**config.mk**
```make
export PLATFORM = sky130hd
export DESIGN_NAME = wb_bus_arbiter_flat
export DESIGN_NICKNAME = d
export VERILOG_FILES = /design/src/rtl/wb_bus_arbiter_if.sv /design/src/rtl/wb_bus_arbiter.sv /design/src/flat_wrapper.sv
export SDC_FILE = /design/constraint.sdc
export NUM_CORES = 1
export LEC_CHECK = 0
export BUFFER_PORTS_ARGS = -buffer_cell sky130_fd_sc_hd__buf_4
export CAP_MARGIN = 20
export CORE_AREA = 2 2 81 83
export DETAILED_ROUTE_END_ITERATION = 10
export DIE_AREA = 0 0 83 85
export GPL_ROUTABILITY_DRIVEN = 1
export HOLD_SLACK_MARGIN = 0.05
export PLACE_DENSITY = 0.75
export SLEW_MARGIN = 10
export SYNTH_ARGS = -nofsm -noshare
export SYNTH_HDL_FRONTEND = slang
export SYNTH_SLANG_ARGS = --single-unit
```
**constraint.sdc**
```tcl
create_clock -name CLK_I -period 2.16 [get_ports CLK_I]
set_input_delay 0.108 -clock CLK_I [delete_from_list [all_inputs] [get_ports CLK_I]]
set_output_delay 0.108 -clock CLK_I [all_outputs]
set_load 0.05 [all_outputs]
```
**src/rtl/wb_bus_arbiter_if.sv**
```systemverilog
// Wishbone arbiter bus bundle: the per-master request buses plus the shared slave port.
// Latency: none. It only carries the signals.
// Backpressure: none of its own. Flow control is the Wishbone ACK/ERR handshake carried inside.
//
// Ports are grouped by role:
//   master modport : environment side. It drives master requests and the slave's
//                    read data/ACK, and sees grants, ACK/ERR and the routed slave request.
//   slave  modport : arbiter side. It receives master requests and serves them onto
//                    the single shared slave.
// Master buses are flattened: master i occupies slice [i*W +: W].
interface wb_bus_arbiter_if #(
   parameter int NUM_MASTERS = 2,
   parameter int DATA_WIDTH  = 32,
   parameter int ADR_WIDTH   = 8,
   parameter int SEL_WIDTH   = 3
);
   logic [NUM_MASTERS-1:0]            M_CYC_I;
   logic [NUM_MASTERS-1:0]            M_STB_I;
   logic [NUM_MASTERS-1:0]            M_WE_I;
   logic [NUM_MASTERS*ADR_WIDTH-1:0]  M_ADR_I;
   logic [NUM_MASTERS*SEL_WIDTH-1:0]  M_SEL_I;
   logic [NUM_MASTERS*DATA_WIDTH-1:0] M_DATA_I;
   logic [DATA_WIDTH-1:0]             M_DATA_O;
   logic [NUM_MASTERS-1:0]            M_ACK_O;
   logic [NUM_MASTERS-1:0]            M_ERR_O;
   logic [NUM_MASTERS-1:0]            M_GNT_O;
   logic                              S_CYC_O;
   logic                              S_STB_O;
   logic                              S_WE_O;
   logic [ADR_WIDTH-1:0]              S_ADR_O;
   logic [SEL_WIDTH-1:0]              S_SEL_O;
   logic [DATA_WIDTH-1:0]             S_DATA_O;
   logic [DATA_WIDTH-1:0]             S_DATA_I;
   logic                              S_ACK_I;

   modport master (
      output M_CYC_I, M_STB_I, M_WE_I, M_ADR_I, M_SEL_I, M_DATA_I, S_DATA_I, S_ACK_I,
      input  M_DATA_O, M_ACK_O, M_ERR_O, M_GNT_O,
      input  S_CYC_O, S_STB_O, S_WE_O, S_ADR_O, S_SEL_O, S_DATA_O
   );

   modport slave (
      input  M_CYC_I, M_STB_I, M_WE_I, M_ADR_I, M_SEL_I, M_DATA_I, S_DATA_I, S_ACK_I,
      output M_DATA_O, M_ACK_O, M_ERR_O, M_GNT_O,
      output S_CYC_O, S_STB_O, S_WE_O, S_ADR_O, S_SEL_O, S_DATA_O
   );
endinterface

```
**src/rtl/wb_bus_arbiter.sv**
```systemverilog
// Round-robin arbiter sharing one Wishbone slave among NUM_MASTERS masters. Each CYC tenure is granted as a whole.
// Latency: grant is 1 cycle after the request. Request, ACK and read data pass through combinationally.
// Backpressure: the owner waits on the slave's ACK. A watchdog ends a stall with ERR after TIMEOUT cycles.
//
// Ports:
//   CLK_I : clock. All state changes on the rising edge.
//   RST_I : asynchronous active-high reset.
//   bus   : wb_bus_arbiter_if.slave, which carries
//             M_CYC/STB/WE/ADR/SEL/DATA_I : flattened master requests
//             M_DATA_O                    : slave read data, broadcast to every master
//             M_ACK_O, M_ERR_O            : owner bit only
//             M_GNT_O                     : registered one-hot grant
//             S_*                         : the shared slave port
module wb_bus_arbiter #(
   parameter int NUM_MASTERS = 2,
   parameter int DATA_WIDTH  = 32,
   parameter int ADR_WIDTH   = 8,
   parameter int SEL_WIDTH   = 3,
   parameter int TIMEOUT     = 16
) (
   input  logic             CLK_I,
   input  logic             RST_I,
   wb_bus_arbiter_if.slave  bus
);

   localparam int IDX_W = (NUM_MASTERS > 2) ? 2 : 1;
   localparam logic [NUM_MASTERS-1:0] ONE       = NUM_MASTERS'(1);
   localparam logic [NUM_MASTERS-1:0] LAST_INIT = ONE << (NUM_MASTERS - 1);
   localparam logic [7:0]             WD_LAST   = 8'(TIMEOUT - 1);

   typedef enum logic [1:0] {IDLE, OWNED, ABORT} state_t;

   state_t                 state;
   logic [NUM_MASTERS-1:0] gnt;        // current owner, one-hot, zero when idle
   logic [NUM_MASTERS-1:0] last_gnt;   // most recent owner, one-hot
   logic [IDX_W-1:0]       owner_idx;  // binary form of gnt, used to steer the wide buses
   logic                   err_q;
   logic [7:0]             wd_cnt;

   logic [NUM_MASTERS-1:0] req_hi;
   logic [NUM_MASTERS-1:0] pick_src;
   logic [NUM_MASTERS-1:0] pick_gnt;
   logic [IDX_W-1:0]       pick_idx;
   logic                   own_cyc;
   logic                   own_stb;
   logic                   own_we;
   logic                   granted;
   logic                   owned;

   // Round-robin pick. Requests strictly above the last owner take priority.
   // If there are none, wrap around to the lowest requester.
   // With last_gnt one-hot, (last_gnt | (last_gnt - 1)) covers the last owner and all bits below it.
   always_comb begin
      req_hi   = bus.M_CYC_I & ~(last_gnt | (last_gnt - ONE));
      pick_src = (|req_hi) ? req_hi : bus.M_CYC_I;
      pick_gnt = pick_src & (~pick_src + ONE);   // isolate the lowest set bit
      pick_idx = '0;
      for (int i = 0; i < NUM_MASTERS; i++) begin
         if (pick_gnt == (ONE << i)) begin
            pick_idx = IDX_W'(i);
         end
      end
   end

   assign own_cyc = |(bus.M_CYC_I & gnt);
   assign own_stb = |(bus.M_STB_I & gnt);
   assign own_we  = |(bus.M_WE_I  & gnt);
   assign granted = (state != IDLE);
   assign owned   = (state == OWNED);

   always_ff @(posedge CLK_I or posedge RST_I) begin
      if (RST_I) begin
         state     <= IDLE;
         gnt       <= '0;
         last_gnt  <= LAST_INIT;
         owner_idx <= '0;
         err_q     <= 1'b0;
         wd_cnt    <= '0;
      end else begin
         err_q <= 1'b0;
         case (state)
            IDLE: begin
               wd_cnt <= '0;
               if (|bus.M_CYC_I) begin
                  gnt       <= pick_gnt;
                  last_gnt  <= pick_gnt;
                  owner_idx <= pick_idx;
                  state     <= OWNED;
               end
            end
            OWNED: begin
               // Release beats the timeout, and ACK beats the timeout.
               if (!own_cyc) begin
                  gnt    <= '0;
                  wd_cnt <= '0;
                  state  <= IDLE;
               end else if (bus.S_ACK_I || !own_stb) begin
                  wd_cnt <= '0;
               end else if (wd_cnt == WD_LAST) begin
                  err_q  <= 1'b1;
                  wd_cnt <= '0;
                  state  <= ABORT;
               end else begin
                  wd_cnt <= wd_cnt + 8'd1;
               end
            end
            ABORT: begin
               // Grant is held so no other master sees the slave mid-cycle.
               // It is released only when the owner drops CYC.
               if (!own_cyc) begin
                  gnt   <= '0;
                  state <= IDLE;
               end
            end
            default: begin
               gnt   <= '0;
               state <= IDLE;
            end
         endcase
      end
   end

   assign bus.M_DATA_O = bus.S_DATA_I;
   assign bus.M_GNT_O  = gnt;
   assign bus.M_ACK_O  = owned ? (gnt & {NUM_MASTERS{bus.S_ACK_I}}) : '0;
   assign bus.M_ERR_O  = err_q ? gnt : '0;

   assign bus.S_CYC_O  = owned & own_cyc;
   assign bus.S_STB_O  = owned & own_stb;
   assign bus.S_WE_O   = granted & own_we;
   assign bus.S_ADR_O  = granted ? ADR_WIDTH'(bus.M_ADR_I >> (int'(owner_idx) * ADR_WIDTH)) : '0;
   assign bus.S_SEL_O  = granted ? SEL_WIDTH'(bus.M_SEL_I >> (int'(owner_idx) * SEL_WIDTH)) : '0;
   assign bus.S_DATA_O = granted ? DATA_WIDTH'(bus.M_DATA_I >> (int'(owner_idx) * DATA_WIDTH)) : '0;

endmodule

```
**src/flat_wrapper.sv**
```systemverilog
// flat-port wrapper written by rule: the top's interface ports become plain ports
module wb_bus_arbiter_flat 
#(
   parameter int NUM_MASTERS = 2,
   parameter int DATA_WIDTH  = 32,
   parameter int ADR_WIDTH   = 8,
   parameter int SEL_WIDTH   = 3,
   parameter int TIMEOUT     = 16
)
  (CLK_I, RST_I, bus_M_CYC_I, bus_M_STB_I, bus_M_WE_I, bus_M_ADR_I, bus_M_SEL_I, bus_M_DATA_I, bus_S_DATA_I, bus_S_ACK_I, bus_M_DATA_O, bus_M_ACK_O, bus_M_ERR_O, bus_M_GNT_O, bus_S_CYC_O, bus_S_STB_O, bus_S_WE_O, bus_S_ADR_O, bus_S_SEL_O, bus_S_DATA_O);
  wb_bus_arbiter_if #(.NUM_MASTERS(NUM_MASTERS), .DATA_WIDTH(DATA_WIDTH), .ADR_WIDTH(ADR_WIDTH), .SEL_WIDTH(SEL_WIDTH)) bus_i ();
  input  logic CLK_I;
  input  logic RST_I;
  input wire logic [$bits(bus_i.M_CYC_I)-1:0] bus_M_CYC_I;
  input wire logic [$bits(bus_i.M_STB_I)-1:0] bus_M_STB_I;
  input wire logic [$bits(bus_i.M_WE_I)-1:0] bus_M_WE_I;
  input wire logic [$bits(bus_i.M_ADR_I)-1:0] bus_M_ADR_I;
  input wire logic [$bits(bus_i.M_SEL_I)-1:0] bus_M_SEL_I;
  input wire logic [$bits(bus_i.M_DATA_I)-1:0] bus_M_DATA_I;
  input wire logic [$bits(bus_i.S_DATA_I)-1:0] bus_S_DATA_I;
  input wire logic [$bits(bus_i.S_ACK_I)-1:0] bus_S_ACK_I;
  output wire logic [$bits(bus_i.M_DATA_O)-1:0] bus_M_DATA_O;
  output wire logic [$bits(bus_i.M_ACK_O)-1:0] bus_M_ACK_O;
  output wire logic [$bits(bus_i.M_ERR_O)-1:0] bus_M_ERR_O;
  output wire logic [$bits(bus_i.M_GNT_O)-1:0] bus_M_GNT_O;
  output wire logic [$bits(bus_i.S_CYC_O)-1:0] bus_S_CYC_O;
  output wire logic [$bits(bus_i.S_STB_O)-1:0] bus_S_STB_O;
  output wire logic [$bits(bus_i.S_WE_O)-1:0] bus_S_WE_O;
  output wire logic [$bits(bus_i.S_ADR_O)-1:0] bus_S_ADR_O;
  output wire logic [$bits(bus_i.S_SEL_O)-1:0] bus_S_SEL_O;
  output wire logic [$bits(bus_i.S_DATA_O)-1:0] bus_S_DATA_O;
  assign bus_i.M_CYC_I = bus_M_CYC_I;
  assign bus_i.M_STB_I = bus_M_STB_I;
  assign bus_i.M_WE_I = bus_M_WE_I;
  assign bus_i.M_ADR_I = bus_M_ADR_I;
  assign bus_i.M_SEL_I = bus_M_SEL_I;
  assign bus_i.M_DATA_I = bus_M_DATA_I;
  assign bus_i.S_DATA_I = bus_S_DATA_I;
  assign bus_i.S_ACK_I = bus_S_ACK_I;
  assign bus_M_DATA_O = bus_i.M_DATA_O;
  assign bus_M_ACK_O = bus_i.M_ACK_O;
  assign bus_M_ERR_O = bus_i.M_ERR_O;
  assign bus_M_GNT_O = bus_i.M_GNT_O;
  assign bus_S_CYC_O = bus_i.S_CYC_O;
  assign bus_S_STB_O = bus_i.S_STB_O;
  assign bus_S_WE_O = bus_i.S_WE_O;
  assign bus_S_ADR_O = bus_i.S_ADR_O;
  assign bus_S_SEL_O = bus_i.S_SEL_O;
  assign bus_S_DATA_O = bus_i.S_DATA_O;
  wb_bus_arbiter #(.NUM_MASTERS(NUM_MASTERS), .DATA_WIDTH(DATA_WIDTH), .ADR_WIDTH(ADR_WIDTH), .SEL_WIDTH(SEL_WIDTH), .TIMEOUT(TIMEOUT)) u_core (.CLK_I(CLK_I), .RST_I(RST_I), .bus(bus_i));
endmodule
```
Word-level counts from Yosys, hierarchy flattened
Index checks and enable logic that the tools add are counted.

Memory bits (writable): 0. Memories kept: 0. Bits of input ports: 127. Output and inout port bits: 84. ROM bits: 0. Latch bits: 0. Bits in registers: 16.

Magnitude comparators: 0. Reductions and logical operators: 14. Div/mod/pow operators: 0. Muxes and demuxes: 23. Add/subtract/negate cells: 3. Bitwise operators: 12. Shift-type cells: 3. Multiply operators: 1. Equal/unequal tests: 9.

Operators by type and width (count): >> shifter 64 x 6 -> 32 bit (1); two-way mux 32 bit (1); two-way mux 8 bit (4); >> shifter 6 x 32 -> 3 bit (1); two-way mux 2 bit (9); one-hot mux 8 bit (2 select lines) (1); >> shifter 16 x 4 -> 8 bit (1); bitwise AND 2 bit (6); OR reduction 2 bit (6); adder 8 x 1 -> 8 bit, second input constant (1); == test 8 x 4 -> 1 bit, second input constant (1); inequality test 3 bit, second input constant (2); one-hot mux 2 bit (3 select lines) (1); two-way mux 1 bit (5); == test 2 bit, second input constant (2); inequality test 2 bit, second input constant (2); inverter 2 bit (2); one-hot mux 2 bit (2 select lines) (1); AND reduction 2 bit (2); AND reduction 4 bit (1); nonzero test 2 bit (2); bitwise AND 1 bit (3); multiplier 1 x 2 -> 3 bit, second input constant (1); two-way mux 3 bit (1); other kinds (8) (8).

Logic depth before layout (Yosys ltp)
Gate-level depths: netlist of run 1.

Depth in word-level cells: 11. Gate-level depth with buffers: 7. Depth with buffers taken out: 6.

Least setup slack after synthesis of run 1
OpenSTA, ideal clock, no wires.

Path type: reg-to-output. From: register u_core.state[0]. To: output port bus_S_DATA_O[20]. Path buffers: 3. Cell stages (with the launch flop): 7. Arrival time: 1.831 ns. Setup slack: 0.221 ns. Cells stage by stage: dfrtp_1 -> inv_1 -> ha_1 -> clkbuf_1 -> clkbuf_1 -> buf_1 -> nor2_1.

Longest elaborated chain between the ends: 2.

Ends and longest elaborated chain: start: declaration (RTL line wb_bus_arbiter.sv:33) `state_t state;`; start signal: assignment (RTL line wb_bus_arbiter.sv:73) `state <= IDLE;`; start signal: assignment (RTL line wb_bus_arbiter.sv:88) `state <= OWNED;`; start signal: assignment (RTL line wb_bus_arbiter.sv:96) `state <= IDLE;`; nonzero test 2 bit (RTL line wb_bus_arbiter.sv:68) `assign granted = (state != IDLE);`; two-way mux 32 bit (RTL line wb_bus_arbiter.sv:133) `assign bus.S_DATA_O = granted ? DATA_WIDTH'(bus.M_DATA_I >> (int'(owner_idx) * DATA_WIDTH)) : '0;`; end: declaration (RTL line flat_wrapper.sv:31) `output wire logic [$bits(bus_i.S_DATA_O)-1:0] bus_S_DATA_O;`.

Every way passes these cells.

Final worst setup path of run 1
From: register u_core.state[0]. To: output port bus_S_DATA_O[27].

Same word-level chain as after synthesis.

==> run metrics, run 1 <==
overall global routing resource usage ~16%; CP endpoint kind primary output; worst hold path class in2reg; PD cells ~1400 nW/um2; Unique masters post-synth 37; R2R depth 4; CP endpoint bus_S_DATA_O[27]; largest net degree at the start of global routing 42; total clock sinks 16; Worst Setup SP u_core.state[0]; Highest Signal Layer met4; gr ovfl total 0; post_cts resized 0; post-route ant nets 0; delay-heaviest family, CP buffers and inverters; max_cap viols 0; HPWL Detailed slightly below 5 mm; Max FO, Critical Path 30; fraction of the yosys area taken by sequential cells ~22%; status finished clean; routed via count 1948; layout cells sized above 1 49.0%; critical path's most frequent cell buf_4; CP Depth 5; Synth Net Count roughly 360; max incr delay on CP roughly 400 ps; RSZ-0062 raised after global routing false; slowest cell on the critical path dfrtp_1; reg-to-reg startpoint u_core.wd_cnt[5]; Mapped Area 1800 um2; Chip Height between 80 and 90 um; initial DRC count 24; DP Worst Slack around 510 ps; fin area 2800 um2; final setup fails 0; Lkg Pwr between 1 and 1.5 nW; post-route insts no fill approximately 410; Die Width 83 um; Final WS setup roughly 470 ps; largest cells by area after synthesis mux2i_1 24%, dfrtp_1 21%, buf_4 14%; Inst Count DP just over 400; Area after DPL between 2000 and 3000 um2; drt pass-1 iters 4; Root Driver clkbuf_8; CTS Buf Count 3; top_reg_cell synth dfrtp_1; Rows 29; fin crit share 78.1%; number of synthesized flops with an enable pin 0; Initial Util between 20% and 30%; CTS tree yes; WP data arrival approximately 1600 ps; FF+latch count, synth 16; Final Routed Wirelength approximately 6.1 mm; post-synthesis cell count 224; VDD IR max 0.978 mV; routed length on met1 between 2 and 3 mm; H-Tree Depth 1; DRC Markers 0; gp weighted congestion between 0.8 and 0.9; most numerous cell in the Yosys netlist nor2_1; Core ar. 6200 um2; post-synthesis area per instance about 8.0 um2; Post-synth ARST share 100%; Synth top area share around a quarter; Crit Path Category reg2out; Sum Neg Setup Slack 0 ps; Max-slew headroom between 50 and 60%; fin. max-slew vios 0; cell taking the most area after synthesis mux2i_1; first-pass GRT wire length 9.54 mm; Met3 Wirelength 504 um; area growth from synthesis to layout 55.6%; Antenna diodes 0; initial antenna violation count 0; Routed WL per cell ~15 um; Fin Clk Skew approximately 5.2 ps; critical path data required time slightly above 2000 ps; critical path buffer and inverter count 3; yosys warns 0; crit path launch type flip-flop; top post-synthesis cells by count 48 x nor2_1, 43 x mux2i_1, 33 x buf_4, 15 x dfrtp_1, 10 x a21oi_1; met2 wire length between 2 and 3 mm; Reg2Reg Setup Slack 500 ps; clock-pin transition on the worst setup and hold timing paths approximately 60 ps; via/cell ratio around 4.7; Worst R2R End u_core.state[0]; number of global-route vias before repair roughly 2000; Slew @ Worst Pin just over 600 ps; clk_lat worst skew around 250 ps; Overall Power 3.92 mW; final hold vios 0; Port Buf Inserts 146; die area just over 7000 um2; clk buf depth 2; count of nets after finishing roughly 470; Final min period between 1500 and 2000 ps; Top Ports between 200 and 250; fmax 593 MHz; CP Cell Sequence inv_1 -> ha_2 -> buf_4 -> nor2_1 -> buf_4
flip-flops by register name (all words and copies together) (netlist names):
signal and cells:
u_core.owner_idx 1, u_core.bus.M_GNT_O 2, u_core.err_q 1, u_core.wd_cnt 8, u_core.last_gnt 2, u_core.state 2
metrics by stage:
stage / utilization [%] / hold slack, ps
floorplan: - / 21.0
global placement: 44.2 / 216
detailed placement: 44.2 / 216
CTS: 45.1 / 72.6
global route: 45.1 / 75.1
finish: 45.1 / 74.5
power by group:
part           switching, mW  internal, mW
Sequential            0.0805         0.364
Clock                  0.100         0.131
Combinational           2.17          1.08
Total                   2.35          1.57
worst min path at each step:
stage / slack (ps) / start / cells after the start / endpoint
after CTS: 70 / bus_M_CYC_I[0] / 2 / u_core.last_gnt[1]
after global routing: 80 / bus_M_CYC_I[0] / 2 / u_core.last_gnt[1]
after floorplan: 20 / RST_I / 1 / u_core.bus.M_GNT_O[0]
final: 70 / bus_M_CYC_I[0] / 2 / u_core.last_gnt[1]
after detailed placement: 220 / bus_S_DATA_I[26] / 0 / bus_M_DATA_O[26]
after global placement: 220 / RST_I / 2 / u_core.wd_cnt[6]
cell families (layout without fill, tap and decap cells):
logic type	Yosys count	in the layout	share of synthesized area (%)
AND/OR/NAND/NOR	77	77	20.2
buffers and inverters	50	161	17.6
multiplexers	46	46	26.0
AO/OA/AOI/OAI	29	29	10.1
flip-flops	16	16	22.3
adder cells (fa/ha/maj)	4	4	2.78
XOR/XNOR	2	2	0.974
per-layer routing:
metal	GRT usage, %	vias to the layer above
li1	-	955
met1	20.3	891
met2	28.4	86
met3	4.18	16
met4	4.32	0
met5	0	-
placed cells by master (no fill, tap or decap), types with 2 or more instances in the layout:
master / count
inv_1: 6
a22o_1: 2
or2_2: 2
a31oi_1: 5
mux2i_1: 43
nor2_1: 48
buf_4: 149
a21oi_1: 10
dfrtp_1: 14
and3_1: 2
a22oi_1: 3
nand2b_1: 2
ha_1: 3
and2_1: 3
clkbuf_8: 3
nor2b_1: 2
o21ai_0: 5
nand2_1: 8
mux2_2: 2
nand3_1: 3
area by class of cell:
type,count,area [um2]
Clock buffer,4,45.0
Fill cell,635,3410
Inverter,6,22.5
Tap cell,77,96.3
Sequential cell,16,403
Timing Repair Buffer,151,1150
Multi-Input combinational cell,158,1080
what timing repair did:
action / 4_1_cts / 5_1_grt
hold endpoints to repair: 15 / 0
buffers inserted: 0 / 0
hold buffers: 1 / 0
Note: power is estimated with default switching activity, not from simulation.
==> inputs of run 2 (changes only) <==
--- a/config.mk
+++ b/config.mk
@@ -5,14 +5,15 @@
 export SDC_FILE = /design/constraint.sdc
 export NUM_CORES = 1
 export LEC_CHECK = 0
+export ABC_AREA = 1
 export BUFFER_PORTS_ARGS = -buffer_cell sky130_fd_sc_hd__buf_4
 export CAP_MARGIN = 20
-export CORE_AREA = 2 2 81 83
+export CORE_AREA = 2 2 83 85
 export DETAILED_ROUTE_END_ITERATION = 10
-export DIE_AREA = 0 0 83 85
+export DIE_AREA = 0 0 85 87
 export GPL_ROUTABILITY_DRIVEN = 1
 export HOLD_SLACK_MARGIN = 0.05
-export PLACE_DENSITY = 0.75
+export PLACE_DENSITY = 0.74
 export SLEW_MARGIN = 10
 export SYNTH_ARGS = -nofsm -noshare
 export SYNTH_HDL_FRONTEND = slang
==> constraint.sdc (replaced) <==
create_clock -name CLK_I -period 1.4 [get_ports CLK_I]
set_input_delay 0.07 -clock CLK_I [delete_from_list [all_inputs] [get_ports CLK_I]]
set_output_delay 0.07 -clock CLK_I [all_outputs]
set_load 0.05 [all_outputs]
==> run 2 against run 1 <==
  * The run now ends with setup timing left
  * Die area grew 4.8%
  * Register-to-register slack worse by 550 ps
  * Sequential share of layout area fell by 4.2 points
  * Non-clock buffer count grew 19
  * Final cell count grew 25%
  * Via count increased by 24%
  * Area after synthesis shrank 1.5%
  * Worst hold slack improved by 66 ps
  * Total power up 140%
==> run metrics, run 2 <==
gp weighted congestion 0.773 (was 0.806); Biggest register u_core.wd_cnt (unchanged); routed via count 2410 (was 1948); fin crit share 111%; number of global-route vias before repair 2290 (was 1962); fraction of the yosys area taken by sequential cells 22.7% (was 22.3%); HPWL Detailed 5.86 mm (was 4.97 mm); failing checks setup timing; status finished, violations left (was finished clean); Root Driver clkbuf_8 (unchanged); Fin Clk Skew 3.94 ps (was 5.16 ps); Worst R2R End u_core.wd_cnt[5] (was u_core.state[0]); reg-to-reg startpoint u_core.state[1] (was u_core.wd_cnt[5]); most numerous cell in the Yosys netlist nor2_1 (unchanged); top post-synthesis cells by count 92 x nor2_1, 46 x nand2_1, 37 x o21ai_0, 32 x buf_4, 16 x inv_1 (was 48 x nor2_1, 43 x mux2i_1, 33 x buf_4, 15 x dfrtp_1, 10 x a21oi_1); most common cell after layout, fill and taps aside buf_4 (unchanged); overall global routing resource usage 19.5% (was 16.4%); Final WS setup -147 ps (was 472 ps); Overall Power 9.54 mW (was 3.92 mW); CTS tree yes (unchanged); Lkg Pwr 1.83 nW (was 1.50 nW); post-synthesis cell count 304 (was 224); slowest cell on the critical path dfrtp_1 (unchanged); post-route ant nets 0 (unchanged); RSZ-0062 raised after global routing true (was false); delay-heaviest family, CP buffers and inverters (unchanged); Largest register FFs 8 (unchanged); post-synthesis area per instance 5.83 um2 (was 8.03 um2); WP data arrival 1480 ps (was 1580 ps); fmax around 650 MHz; initial DRC count 68 (was 24); layout cells sized above 1 67.5% (was 49.0%); Reg2Reg Setup Slack -50 ps (was 500 ps); Inst Count DP 500 (was 407); crit path launch type flip-flop (unchanged); CP endpoint kind primary output (unchanged); Chip Height 87 um (was 85 um); commonest non-fill, non-tap cells in the layout 109 x buf_4, 45 x nor2_4, 45 x nor2_1, 44 x nand2_1, 35 x buf_6 (was 149 x buf_4, 48 x nor2_1, 43 x mux2i_1, 14 x dfrtp_1, 10 x a21oi_1); Synth Net Count 435 (was 355); worst hold path class in2out (was in2reg); FF+latch area 405 um2 (was 403 um2); yosys warns 0 (unchanged); Hold Path Stages 0 (was 2); Routed WL per cell 15.8 um (was 14.8 um); multi-input logic area 1660 um2 (was 1080 um2); critical path data required time 1330 ps (was 2050 ps); hold_sp bus_S_DATA_I[22] (was bus_M_CYC_I[0]); Crit Path Category reg2out (unchanged); max_cap viols 0 (unchanged); DRC Markers 0 (unchanged); Unique masters post-synth 20 (was 37); H-Tree Depth 1 (unchanged); Post-synth ARST share 100% (unchanged); Port Buf Inserts 146 (unchanged); fin. max-slew vios 0 (unchanged); Max FO, Critical Path 8 (was 30); Max-slew headroom 57.5% (was 58.6%); count of nets after finishing 566 (was 467); Die Width 85 um (was 83 um); Synth top area share 21.2% (was 23.9%); max incr delay on CP 390 ps (was 400 ps); clk buf depth 2 (unchanged); Top Ports 211 (unchanged); Rows 30 (was 29); total clock sinks 16 (unchanged); CP Cell Sequence inv_2 -> ha_4 -> clkinv_8 -> clkbuf_16 -> o21ai_2 -> nor2_4 -> buf_8 (was inv_1 -> ha_2 -> buf_4 -> nor2_1 -> buf_4); CTS Buf Count 3 (unchanged); gr ovfl total 0 (unchanged); fillers 550 (was 635); final hold vios 0 (unchanged); final setup fails 47 (was 0); area growth from synthesis to layout 125% (was 55.6%); critical path buffer and inverter count 4 (was 3); top_reg_cell synth dfrtp_1 (unchanged); clock-pin transition on the worst setup and hold timing paths 60 ps (about the same); Core ar. 6570 um2 (was 6200 um2); WHS Endpoint bus_M_DATA_O[22] (was u_core.last_gnt[1]); largest cells by area after synthesis dfrtp_1 21%, nor2_1 19%, buf_4 14% (was mux2i_1 24%, dfrtp_1 21%, buf_4 14%); via/cell ratio 4.69 (was 4.73); initial antenna violation count 0 (unchanged); cell taking the most area after synthesis dfrtp_1 (was mux2i_1); clk_lat worst skew 260 ps (was 250 ps); R2R depth 10 (was 4); PD cells 2390 nW/um2 (was 1400 nW/um2); largest net degree at the start of global routing 28 (was 42); Final min period between 1500 and 2000 ps; Final Routed Wirelength 8.11 mm (was 6.11 mm); drt pass-1 iters 4 (unchanged); Initial Util 27.0% (was 29.0%); die area 7400 um2 (was 7060 um2); number of synthesized flops with an enable pin 0 (unchanged); Slew @ Worst Pin 637 ps (was 620 ps); FF+latch count, synth 16 (unchanged); Final Util 60.7% (was 45.1%); post-route insts no fill 514 (was 412); VDD IR max 1.61 mV (was 0.978 mV); first-pass GRT wire length 11.5 mm (was 9.54 mm); Mapped Area 1770 um2 (was 1800 um2); Antenna diodes 0 (unchanged)
run 2: cell types whose count changed in the layout (fill, tap and decap cells not counted), sizes merged, moves of 6 or more:
cell | previous run | this run
mux2i | 43 | 0
nand2 | 8 | 49
inv | 6 | 22
o21ai | 6 | 51
buf | 150 | 167
nor2 | 48 | 96
nand3 | 3 | 9
run 2: per-stage QoR:
step | setup slack (ps) | hold slack (ps) | TNS (ps) | instance area [um2]
after floorplan | -101 | -17.1 | -101 | 2110
after global placement | 43.0 | 140 | 0 | 3170
after detailed placement | -19.4 | 140 | -36.4 | 3170
after CTS | -178 | 140 | -6480 | 3600
after global routing | -207 | 140 | -8530 | 3990
final | -147 | 140 | -5320 | 3990
run 2: power breakdown:
group	leakage, nW	internal, mW	switching [mW]
combinational	1.59	3.27	5.19
clock	0.0288	0.250	0.166
sequential	0.209	0.559	0.110
total	1.83	4.08	5.46
run 2: layer usage:
layer,up-vias,track usage (%),share of wire (%)
met5,-,0,0
met4,0,4.18,1.2
met3,9,8.15,11
met2,116,31.5,48
met1,1098,24.4,40
li1,1187,-,-
run 2: worst max path at each step:
stage                          from  depth (start not counted)          endpoint
floorplan           u_core.state[0]                          6  bus_S_DATA_O[15]
global placement    u_core.state[0]                          6  u_core.wd_cnt[4]
detailed placement  u_core.state[1]                          7  bus_S_DATA_O[24]
CTS                 u_core.state[1]                          7  bus_S_DATA_O[16]
global route        u_core.state[1]                          7  bus_S_DATA_O[12]
finish              u_core.state[1]                          7  bus_S_DATA_O[12]
run 2: area by class of cell:
class	count	share of cell area, %
repair buffers	170	41.7
inverters	23	2.67
clock buffers	4	1.38
flip-flops and latches	16	10.2
well taps	80	2.51
multi-input cells	221	41.5
run 2: cell families (layout without fill, tap and decap cells):
logic type	after synthesis	in the layout	synth area share, %
xor gates and xnor gates	3	3	1.48
AOI/OAI and AO/OA	59	59	16.9
and+or+nand+nor	155	155	35.2
adders and majority gates	4	4	2.82
DFF	16	16	22.7
buffers and inverters	67	197	21.0
run 2: repair_timing:
item	CTS	global route
setup endpoints to repair	47	57
pin swaps	5	16
buffers inserted	1	4
gates resized for setup	107	75
cloned	2	2
hold buffers	1	0
hold endpoints to repair	15	0
==> inputs of run 3 (changes only) <==
--- a/config.mk
+++ b/config.mk
@@ -5,15 +5,15 @@
 export SDC_FILE = /design/constraint.sdc
 export NUM_CORES = 1
 export LEC_CHECK = 0
-export ABC_AREA = 1
+export ABC_AREA = 0
 export BUFFER_PORTS_ARGS = -buffer_cell sky130_fd_sc_hd__buf_4
 export CAP_MARGIN = 20
-export CORE_AREA = 2 2 83 85
+export CORE_AREA = 2 2 82 84
 export DETAILED_ROUTE_END_ITERATION = 10
-export DIE_AREA = 0 0 85 87
+export DIE_AREA = 0 0 84 86
 export GPL_ROUTABILITY_DRIVEN = 1
 export HOLD_SLACK_MARGIN = 0.05
-export PLACE_DENSITY = 0.74
+export PLACE_DENSITY = 0.76
 export SLEW_MARGIN = 10
 export SYNTH_ARGS = -nofsm -noshare
 export SYNTH_HDL_FRONTEND = slang
==> run 3 against run 2 <==
  * First-iteration DRC count down 22%
  * Design area up 20%
  * Core utilization up 15 points
  * Register-to-register slack worse by 160 ps
  * Critical path type is now reg2reg
  * Count of clock-buffer cells in the layout unchanged
  * Clock power down 10%
  * Die area down 2.3%
  * Combinational power up 16%
  * The flow still finishes with violations (setup timing)
  * Final cell count down 9.9%
  * Largest cell class is now multi-input combinational cells
==> run metrics, run 3 (synthesized netlist as in run 1, its figures left out) <==
status finished, violations left (unchanged); failing checks setup timing (unchanged); HPWL Detailed 5.16 mm (was 5.86 mm); fin. max-slew vios 0 (unchanged); Biggest register u_core.wd_cnt (unchanged); post-route ant nets 0 (unchanged); Top Ports 211 (unchanged); fin crit share 115% (was 111%); DRC Markers 0 (unchanged); total clock sinks 16 (unchanged); Die Width 84 um (was 85 um); clk_lat worst skew 260 ps (about the same); Antenna diodes 0 (unchanged); first-pass GRT wire length 12.3 mm (was 11.5 mm); critical path buffer and inverter count 2 (was 4); critical path data required time 1570 ps (was 1330 ps); slowest cell on the critical path dfrtp_2 (was dfrtp_1); Largest register FFs 8 (unchanged); max incr delay on CP 420 ps (was 390 ps); Routed WL per cell 19.4 um (was 15.8 um); PD cells 2270 nW/um2 (was 2390 nW/um2); Final WS setup -207 ps (was -147 ps); Lkg Pwr 1.99 nW (was 1.83 nW); H-Tree Depth 1 (unchanged); Crit Path Category reg2reg (was reg2out); Initial Util 28.7% (was 27.0%); clk buf depth 2 (unchanged); gr ovfl total 0 (unchanged); most common cell after layout, fill and taps aside buf_4 (unchanged); routed via count 2293 (was 2410); gp weighted congestion 0.788 (was 0.773); die area 7220 um2 (was 7400 um2); delay-heaviest family, CP simple AND/OR/NAND/NOR gates (was buffers and inverters); final setup fails 63 (was 47); crit path launch type flip-flop (unchanged); Port Buf Inserts 146 (unchanged); fmax 622 MHz (was 646 MHz); commonest non-fill, non-tap cells in the layout 125 x buf_4, 45 x nor2_4, 39 x mux2i_4, 32 x buf_8, 30 x buf_6 (was 109 x buf_4, 45 x nor2_4, 45 x nor2_1, 44 x nand2_1, 35 x buf_6); CTS Buf Count 3 (unchanged); Core ar. 6280 um2 (was 6570 um2); DP Worst Slack -231 ps (was -19.4 ps); largest net degree at the start of global routing 17 (was 28); Max FO, Critical Path 8 (unchanged); VDD IR max 1.50 mV (was 1.61 mV); via/cell ratio 4.95 (was 4.69); clock-pin transition on the worst setup and hold timing paths 60 ps (about the same); Final Routed Wirelength 8.96 mm (was 8.11 mm); WP data arrival 1780 ps (was 1480 ps); Slew @ Worst Pin 633 ps (was 637 ps); Chip Height 86 um (was 87 um); WHS 140 ps (about the same); worst hold path class in2out (unchanged); final hold vios 0 (unchanged); CP endpoint kind flip-flop (was primary output); Root Driver clkbuf_8 (unchanged); count of nets after finishing 518 (was 566); area growth from synthesis to layout 165% (was 125%); CTS tree yes (unchanged); max_cap viols 0 (unchanged); Fin Clk Skew 0.653 ps (was 3.94 ps); overall global routing resource usage 21.2% (was 19.5%); layout cells sized above 1 86.8% (was 67.5%); CP Cell Sequence buf_4 -> a22oi_2 -> nor4b_4 -> buf_6 -> or2b_1 -> a31oi_1 (was inv_2 -> ha_4 -> clkinv_8 -> clkbuf_16 -> o21ai_2 -> nor2_4 -> buf_8); initial DRC count 53 (was 68); initial antenna violation count 0 (unchanged); Max-slew headroom 57.7% (was 57.5%); Final min period 1610 ps (was 1550 ps); Rows 29 (was 30); RSZ-0062 raised after global routing true (unchanged); drt pass-1 iters 4 (unchanged); number of global-route vias before repair 2458 (was 2290)
-- run 3: path summary, 6_finish.rpt --
check	start	endpoint	slack (ps)	cells past startpoint
max reg2reg	u_core.bus.M_GNT_O[0]	u_core.wd_cnt[2]	-210	6
min	bus_S_DATA_I[12]	bus_M_DATA_O[12]	140	0
max	u_core.bus.M_GNT_O[0]	u_core.wd_cnt[2]	-210	6
max in group asynchronous	RST_I	u_core.bus.M_GNT_O[0]	510	3
min reg2reg	u_core.last_gnt[1]	u_core.last_gnt[1]	500	2
min in group asynchronous	RST_I	u_core.err_q	450	3
-- run 3: worst reg2reg max path, delay by kind of cell, from the launching register on --
family	cells	cell delay [ps]
compound gates	2	270
simple gates	2	530
flops	1	420
buf+inv	2	310
-- run 3: cell type report --
class / instances / area [um2]
clock buffer: 4 / 45.0
inverter: 6 / 22.5
sequential: 16 / 405
multi-input combinational: 158 / 2120
timing repair buffer: 202 / 2080
tap: 77 / 96.3
fill: 379 / 1510
-- run 3: power by group --
group	leakage, nW	switching, mW	total, mW	internal, mW
registers	0.208	0.122	0.690	0.569
clock network	0.0228	0.171	0.374	0.203
logic	1.76	5.09	9.79	4.69
-- run 3: routing by layer --
layer	GRT usage [%]	wire [um]	vias up
met5	0	0	-
met4	5.13	156	0
met3	4.33	433	17
met2	40.6	5110	103
met1	24.1	3260	1104
li1	-	-	1069
-- run 3: what timing repair did --
item                       in CTS  in global routing
setup buffers                  17                  8
resized for setup             136                 98
hold endpoints to repair       16                  0
pin swaps                      26                 38
setup endpoints to repair      60                 63
cloned                          6                  1
hold buffers                    2                  0
-- run 3: stage by stage --
stage	power (mW)	util, %	area, um2	TNS (ps)	instances
floorplan	5.64	-	2240	-491	224
CTS	9.66	67.4	4230	-6580	458
finish	10.8	76.0	4770	-7460	463
detailed placement	6.98	52.8	3310	-1270	430
global placement	6.92	52.8	3310	-395	430
global route	11.2	76.0	4770	-10190	463
